--- src/rtl/geofence_feeder.sv ---
// geofence_feeder: buffers 7-point rounds in a ping-pong RAM, replays each round to the
// geofence evaluator framed by dut_reset, and returns a tagged inside/timeout result.
module geofence_feeder #(
  parameter int TIMEOUT = 1023
) (
  input  logic       clk,
  input  logic       reset,
  input  logic       in_valid,
  output logic       in_ready,
  input  logic [9:0] in_x,
  input  logic [9:0] in_y,
  output logic [9:0] X,
  output logic [9:0] Y,
  output logic       dut_reset,
  input  logic       valid,
  input  logic       is_inside,
  output logic       res_valid,
  input  logic       res_ready,
  output logic       res_inside,
  output logic       res_timeout,
  output logic [7:0] res_round
);

  typedef enum logic [1:0] {IDLE, SEND, WAIT, REPORT} state_t;

  localparam logic [2:0] LAST_IDX = 3'd6;
  localparam logic [9:0] TO_LAST  = 10'(TIMEOUT - 1);

  state_t      state_q, state_d;
  logic [1:0]  full_q, full_d, full_set, full_clr;
  logic        wr_bank_q, wr_bank_d, rd_bank_q, rd_bank_d;
  logic [2:0]  wr_idx_q, wr_idx_d, rd_idx_q, rd_idx_d;
  logic [9:0]  cnt_q, cnt_d;
  logic [9:0]  x_q, x_d, y_q, y_d;
  logic        dut_reset_q, dut_reset_d;
  logic        res_valid_q, res_valid_d;
  logic        res_inside_q, res_inside_d;
  logic        res_timeout_q, res_timeout_d;
  logic [7:0]  res_round_q, res_round_d;
  logic        wr_en;
  logic [19:0] rd_word;

  // Address is {bank, idx}; entries 7 and 15 are never used.
  logic [19:0] buf_mem [0:15];

  assign in_ready = ~full_q[wr_bank_q];
  assign wr_en    = in_valid & in_ready;

  always_ff @(posedge clk) begin
    if (wr_en) begin
      buf_mem[{wr_bank_q, wr_idx_q}] <= {in_x, in_y};
    end
  end

  always_comb begin
    wr_idx_d  = wr_idx_q;
    wr_bank_d = wr_bank_q;
    full_set  = '0;
    if (wr_en) begin
      if (wr_idx_q == LAST_IDX) begin
        wr_idx_d            = '0;
        wr_bank_d           = ~wr_bank_q;
        full_set[wr_bank_q] = 1'b1;
      end else begin
        wr_idx_d = wr_idx_q + 3'd1;
      end
    end
  end

  // Outputs are registered, so they are derived from the next state and next read index.
  always_comb begin
    state_d       = state_q;
    rd_idx_d      = rd_idx_q;
    rd_bank_d     = rd_bank_q;
    cnt_d         = cnt_q;
    full_clr      = '0;
    res_inside_d  = res_inside_q;
    res_timeout_d = res_timeout_q;
    res_round_d   = res_round_q;
    case (state_q)
      IDLE: begin
        if (full_q[rd_bank_q]) begin
          state_d  = SEND;
          rd_idx_d = '0;
        end
      end
      SEND: begin
        if (rd_idx_q == LAST_IDX) begin
          full_clr[rd_bank_q] = 1'b1;
          rd_bank_d           = ~rd_bank_q;
          rd_idx_d            = '0;
          cnt_d               = '0;
          state_d             = WAIT;
        end else begin
          rd_idx_d = rd_idx_q + 3'd1;
        end
      end
      WAIT: begin
        if (valid) begin
          res_inside_d  = is_inside;
          res_timeout_d = 1'b0;
          state_d       = REPORT;
        end else if (cnt_q == TO_LAST) begin
          res_inside_d  = 1'b0;
          res_timeout_d = 1'b1;
          state_d       = REPORT;
        end else begin
          cnt_d = cnt_q + 10'd1;
        end
      end
      REPORT: begin
        if (res_ready) begin
          res_round_d = res_round_q + 8'd1;
          state_d     = IDLE;
        end
      end
      default: state_d = IDLE;
    endcase

    rd_word     = buf_mem[{rd_bank_d, rd_idx_d}];
    x_d         = (state_d == SEND) ? rd_word[19:10] : '0;
    y_d         = (state_d == SEND) ? rd_word[9:0]   : '0;
    dut_reset_d = (state_d == IDLE) || (state_d == REPORT);
    res_valid_d = (state_d == REPORT);
  end

  assign full_d = (full_q | full_set) & ~full_clr;

  always_ff @(posedge clk) begin
    if (reset) begin
      state_q       <= IDLE;
      full_q        <= '0;
      wr_bank_q     <= 1'b0;
      rd_bank_q     <= 1'b0;
      wr_idx_q      <= '0;
      rd_idx_q      <= '0;
      cnt_q         <= '0;
      x_q           <= '0;
      y_q           <= '0;
      dut_reset_q   <= 1'b1;
      res_valid_q   <= 1'b0;
      res_inside_q  <= 1'b0;
      res_timeout_q <= 1'b0;
      res_round_q   <= '0;
    end else begin
      state_q       <= state_d;
      full_q        <= full_d;
      wr_bank_q     <= wr_bank_d;
      rd_bank_q     <= rd_bank_d;
      wr_idx_q      <= wr_idx_d;
      rd_idx_q      <= rd_idx_d;
      cnt_q         <= cnt_d;
      x_q           <= x_d;
      y_q           <= y_d;
      dut_reset_q   <= dut_reset_d;
      res_valid_q   <= res_valid_d;
      res_inside_q  <= res_inside_d;
      res_timeout_q <= res_timeout_d;
      res_round_q   <= res_round_d;
    end
  end

  assign X           = x_q;
  assign Y           = y_q;
  assign dut_reset   = dut_reset_q;
  assign res_valid   = res_valid_q;
  assign res_inside  = res_inside_q;
  assign res_timeout = res_timeout_q;
  assign res_round   = res_round_q;

endmodule
--- config.mk ---
export PLATFORM = sky130hd
export DESIGN_NAME = geofence_feeder
export DESIGN_NICKNAME = d
export VERILOG_FILES = /design/src/rtl/geofence_feeder.sv
export SDC_FILE = /design/constraint.sdc
export NUM_CORES = 1
export LEC_CHECK = 0
export BUFFER_PORTS_ARGS = -buffer_cell sky130_fd_sc_hd__buf_4
export CAP_MARGIN = 40
export CORE_MARGIN = 2
export CORE_UTILIZATION = 45
export CTS_CLUSTER_SIZE = 40
export DETAILED_ROUTE_END_ITERATION = 8
export GPL_TIMING_DRIVEN = 0
export SETUP_SLACK_MARGIN = 0.15
export SLEW_MARGIN = 20
export SYNTH_ARGS = -nofsm -noshare
export SYNTH_HDL_FRONTEND = slang
export SYNTH_SLANG_ARGS = --single-unit
--- constraint.sdc ---
create_clock -name clk -period 5.03 [get_ports clk]
set_clock_uncertainty 0.15 [all_clocks]
set_input_delay 0 -clock clk [delete_from_list [all_inputs] [get_ports clk]]
set_output_delay 0 -clock clk [all_outputs]
set_load 0.05 [all_outputs]
# Yosys cells after proc, flatten, opt, wreduce, memory -nomap -nowiden
# Memories as Yosys holds them, arrays and structs flattened. A register that Yosys moved wholly into a read port is not among the register bits.
# Index checks and enable logic that the tools add are counted.
# Widths: inputs -> output; s select.
[classes]
addsub = 4
n_lt_le_gt_ge = 4
eq_ne = 11
muxes = 34
n_bitwise = 8
reduce_logical = 12
[ops]
columns = ["cell", "count"]
rows = [
  ["$mux 10", 3],
  ["$pmux 10 s2", 1],
  ["$mux 2", 9],
  ["$mux 1", 14],
  ["$add 10x1->10 const B", 1],
  ["$eq 10x10->1 const B", 1],
  ["$mux 3", 3],
  ["$add 8x1->8 const B", 1],
  ["$pmux 2 s4", 1],
  ["$add 3x1->3 const B", 2],
  ["$eq 2x2->1 const B", 3],
  ["$eq 3x3->1 const B", 2],
  ["$ne 2x2->1 const B", 3],
  ["$pmux 3 s2", 1],
  ["$reduce_and 2->1", 3],
  ["$eq 2x1->1 const B", 2],
  ["$logic_not 2->1", 2],
  ["$lt 1x2->1 const B", 2],
  ["$not 1->1", 4],
  ["$reduce_and 4->1", 1],
  ["$reduce_bool 2->1", 2],
  ["$and 2x2->2", 1],
  ["$demux 1 s1", 2],
  ["$ge 1x1->1 const B", 2],
  ["6 further kinds", 7],
]
[word_totals]
register_bits = 34
ramBits = 320
inputBits = 26
out_inout_bits = 33
memories = 1
[memory_table]
columns = ["name", "depth", "word_bits", "read_ports", "rd_clocked_by_memory_dff", "wr", "line", "rtl"]
rows = [
  ["buf_mem", 16, 20, 1, 1, 1, "44", "logic [19:0] buf_mem [0:15];"],
]

# Depth between registers and ports, before layout
[depth]
word_depth = 8
ltp_mapped = 16
depth_no_buf = 14

# Least setup slack after synthesis
# No wires, ideal clock.
[synth_timing]
kind = "register to register"
startpoint = "register wr_bank_q"
endpoint = "memory buf_mem[0][0], enable pin"
setup_ns = 0.455
t_arrival_ns = 4.297
required_time_ns = 4.425
slack_ns = 0.128
path_stages_with_launch = 6
n_path_buf = 1
cell_sequence = "dfxtp_1 -> clkbuf_1 -> mux2i_1 -> nand2_1 -> nor2_1 -> nor4b_1"
[synth_via]
elab_chain_cells = 6
[synth_rtl]
columns = ["element", "line", "rtl"]
rows = [
  ["from (decl)", "31", "logic wr_bank_q, wr_bank_d, rd_bank_q, rd_bank_d;"],
  ["from (signal assigned)", "148", "wr_bank_q <= wr_bank_d;"],
  ["$mux 1 (implied by the code) (2 in series)", "46", "assign in_ready = ~full_q[wr_bank_q];"],
  ["$not 1->1", "46", ""],
  ["net in_ready", "9", "output logic in_ready,"],
  ["$and 1x1->1", "47", "assign wr_en = in_valid & in_ready;"],
  ["$mux 1", "50", "if (wr_en) begin"],
  ["$mux 1 (implied by the code)", "51", "buf_mem[{wr_bank_q, wr_idx_q}] <= {in_x, in_y};"],
  ["to (decl)", "44", ""],
]
# The timed path passes the listed nets, and every way through them passes these cells. The select of a mux whose other input is x is not followed.

# Worst setup path after layout
[layout_timing]
startpoint = "register rd_bank_q"
endpoint = "register x_q[9] (netlist: X[9])"
[layout_via]
elab_chain_cells = 7
[layout_rtl]
columns = ["element", "line", "rtl"]
rows = [
  ["from (decl)", "31", ""],
  ["from (signal assigned)", "149", "rd_bank_q <= rd_bank_d;"],
  ["$mux 1 (implied by the code) (2 in series)", "82", "if (full_q[rd_bank_q]) begin"],
  ["$mux 2", "82", ""],
  ["$pmux 2 s4", "80", "case (state_q)"],
  ["net state_d[0]", "29", "state_t state_q, state_d;"],
  ["$eq 2x1->1", "121", "x_d = (state_d == SEND) ? rd_word[19:10] : '0;"],
  ["$not 1->1 (no source line)", "--", ""],
  ["$reduce_or 2->1 (no source line)", "--", ""],
  ["to (signal assigned)", "138", "x_q <= '0;"],
  ["to (signal assigned)", "153", "x_q <= x_d;"],
  ["to (decl)", "34", "logic [9:0] x_q, x_d, y_q, y_d;"],
]
# The timed path passes the listed nets, and every way through them passes these cells. The select of a mux whose other input is x is not followed.
# A chain may end at the register's enable or synchronous reset.

==> impl_metrics.py <==
metrics = {
    "grt": {
        "grt_pass1_vias": 9615,
        "track_usage_pct": 22.1,
        "grt_max_degree": 22,
        "grt_pass1_wl_um": 58200,
        "antenna_found_initial": 1,
        "grt_overflow": 0,
    },
    "clock_tree": {
        "cts_tree": "done",
        "htree_num_levels": 2,
        "cts_root_buffer": "clkbuf_16",
        "ctsHoldBuffers": 25,
        "clock_path_buffers": 3,
        "clock-sinks": 374,
        "post_cts_buffers": 0,
        "ctsResizeCount": 0,
        "cts_buffers": 39,
        "cts.clk_slew.worst_paths_ns": 0.06,
        "clk_latency_ns": 0.53,
    },
    "cells_and_area": {
        "final_area_um2": 17900,
        "syn_to_final_growth_pct": 18.8,
        "fill_cells": 2813,
        "drive_gt1_share_pct": 19.2,
        "antenna_cells": 0,
        "utilization_pct": 53.9,
        "fin_nets": 1242,
        "layout_common_cells": "320 x edfxtp_1, 80 x nand3_1, 73 x buf_4, 73 x a211oi_1, 61 x o21ai_0",
        "final_common_cell": "edfxtp_1",
        "instances_no_fill": 1687,
    },
    "critical_path": {
        "required_ns": 5.22,
        "crit_type": "reg -> reg",
        "crit_path_start_kind": "flop",
        "critPathCaptureType": "flop",
        "cp_max_fo": 10,
        "cp_data_arrival_time_ns": 4.64,
        "critPathMostFrequentCell": "clkbuf_1",
        "slowest_stage": "nor4_1",
        "cp_cell_sequence": "mux2i_1 -> mux4_2 -> inv_1 -> ha_1 -> nand2b_1 -> a211o_1 -> clkbuf_1 -> a21o_1 -> clkbuf_1 -> a211oi_1 -> nor4_1 -> o21ai_1",
        "max_stage_delay_ns": 0.79,
    },
    "timing": {
        "slew_headroom_pct": 38.3,
        "fin_crit_ns": 4.45,
        "hold_viol": 0,
        "fmax_mhz": 224,
        "hold_ws_ns": 0.0879,
        "finalMaxSlewViolations": 0,
        "rsz0062_at_grt": "no",
        "tns_ns": 0,
        "period_share_pct": 88.6,
        "worstMarginPinSlew_ns": 0.917,
        "finalSetupViolations": 0,
    },
    "pwr": {
        "switchingPower_uw": 1270,
        "peakVddDrop_v": 0.000283,
        "p_per_area_nw_per_um2": 358,
        "p_leak_uw": 0.00634,
        "power.share.clock_pct": 45.2,
        "p_comb_share_pct": 2.0,
        "switching_share_pct": 19.8,
        "p_seq_share_pct": 52.8,
        "power.internal_uw": 5150,
    },
    "routing": {
        "vias_per_cell": 5.73,
        "drt-initial-drc-count": 862,
        "highest_layer": "met5",
        "dr.pass1.iters": 5,
        "drc": 0,
        "m1WireLength_um": 17100,
        "dr_wl_met2_um": 18400,
        "vias": 9669,
        "wl_met3_um": 2240,
        "antenna_left": 0,
        "wl_per_cell_um": 22.9,
        "routed_wl_um": 38700,
    },
    "synth": {
        "yosysUniqueCellTypes": 60,
        "synth_flop_cell": "edfxtp_1",
        "syn-cell-area_um2": 15100,
        "synth_nets": 1097,
        "async_reset_ff_share_pct": 0,
        "synth_edf_count": 320,
        "synth_area_per_cell_um2": 14.2,
        "ys_seq_area_share_pct": 70.9,
        "synth-seq-cells": 374,
        "ys.warnings.count": 0,
        "syn_inst": 1064,
    },
    "hold_path": {
        "min_path_type": "in -> reg",
    },
    "placed_design": {
        "placed_cell_area_um2": 16400,
        "buffer_ports.inserted": 57,
        "gp_congestion": 0.852,
        "dp.cells": 1590,
        "dp_hpwl_um": 25700,
    },
    "floorplanning": {
        "coreArea_um2": 33300,
        "dieArea_um2": 35000,
        "die_x_um": 187,
        "num_io_pins": 59,
        "fp.dieH_um": 187,
        "fp-row-count": 67,
        "start_util_pct": 45.3,
    },
    "job": {
        "drv_cap": 0,
    },
    "outcome": {
        "outcome": "complete, no violations",
    },
}
critical path: cells and delay by family (launching register included):
| kind | cells | cell delay, ns |
|---|---|---|
| AOI/OAI and AO/OA | 4 | 0.81 |
| adders and majority gates | 1 | 0.18 |
| buffers and inverters | 3 | 0.98 |
| DFF | 1 | 0.45 |
| muxes | 2 | 0.80 |
| and+or+nand+nor | 2 | 0.88 |
cell usage after synthesis (5+ instances only):
library cell / instances / share of area [%]
edfxtp_1: 320 / 64
nand3_1: 80 / 2.7
a211oi_1: 73 / 3.6
o21ai_0: 61 / 2.0
nand2_1: 56 / 1.4
dfxtp_1: 54 / 7.2
mux2i_1: 50 / 3.3
clkbuf_1: 41 / 1.0
nor2_1: 39 / 0.97
o21ai_1: 34 / 1.1
buf_2: 30 / 1.0
nor4_1: 21 / 0.87
a221o_1: 20 / 1.3
and3_1: 20 / 0.83
a2111oi_0: 18 / 1.0
a31o_2: 18 / 1.0
a21oi_1: 14 / 0.46
xnor2_1: 10 / 0.58
buf_4: 8 / 0.40
nor3_1: 8 / 0.27
ha_1: 7 / 0.58
inv_1: 7 / 0.17
buf_1: 5 / 0.12
nor2b_1: 5 / 0.21
xor2_1: 5 / 0.29
metrics by stage:
step                setup slack, ns  total power (uW)
floorplan                     0.474              3490
global placement             -0.850              3560
detailed placement            0.699              3570
CTS                           0.634              6460
global route                  0.443              6600
finish                        0.576              6420
power groups by stage:
stage                     Clock [uW]  Sequential, uW  Combinational [uW]
after floorplan                    0            3460                28.7
after global placement             0            3460                98.6
after detailed placement           0            3460                 110
after CTS                       2950            3390                 125
after global routing            3070            3390                 136
final                           2900            3390                 126
final timing paths:
kind | slack (ns) | endpoint | depth (start not counted) | start
max reg2reg | 0.58 | X[9]$_SDFF_PP0_ | 12 | rd_bank_q$_SDFF_PP0_
max | 0.58 | X[9]$_SDFF_PP0_ | 12 | rd_bank_q$_SDFF_PP0_
min | 0.09 | res_timeout$_SDFFE_PP0P_ | 3 | valid
min reg2reg | 0.33 | res_inside$_SDFFE_PP0P_ | 2 | res_inside$_SDFFE_PP0P_
per-layer routing:
| layer | vias up | GRT usage, % |
|---|---|---|
| li1 | 4467 | - |
| met1 | 4833 | 30.6 |
| met2 | 301 | 35.8 |
| met3 | 66 | 3.56 |
| met4 | 2 | 7.05 |
| met5 | - | 0 |
cell families (layout without fill, tap and decap cells):
family | after synthesis | count (layout) | synth area share [%]
flip-flops | 374 | 374 | 70.9
AO/OA/AOI/OAI | 262 | 262 | 12.5
AND/OR/NAND/NOR | 257 | 257 | 8.59
buffers and inverters | 93 | 268 | 2.76
multiplexers | 56 | 56 | 3.87
XOR/XNOR | 15 | 15 | 0.871
adder cells (fa/ha/maj) | 7 | 7 | 0.581
layout make-up:
type | count | area, um2 | share of cell area (%)
repair buffers | 104 | 862 | 4.81
clock inverters | 22 | 203 | 1.13
plain buffers | 84 | 383 | 2.14
inverters | 9 | 33.8 | 0.188
flip-flops and latches | 374 | 10700 | 59.6
multi-input cells | 597 | 4090 | 22.8
well taps | 448 | 561 | 3.13
clock buffers | 49 | 1110 | 6.17
registers in the layout, summed over array words and instances, names as in the netlist:
signal and flops:
full_q 2, res_round 8, wr_idx_q 3, cnt_q 10
rd_bank_q 1, dut_reset 1, res_valid 1, rd_idx_q 3
wr_bank_q 1, buf_mem 320, X 10, Y 10
state_q 2, res_inside 1, res_timeout 1
Power figures use the tool's default switching activity.
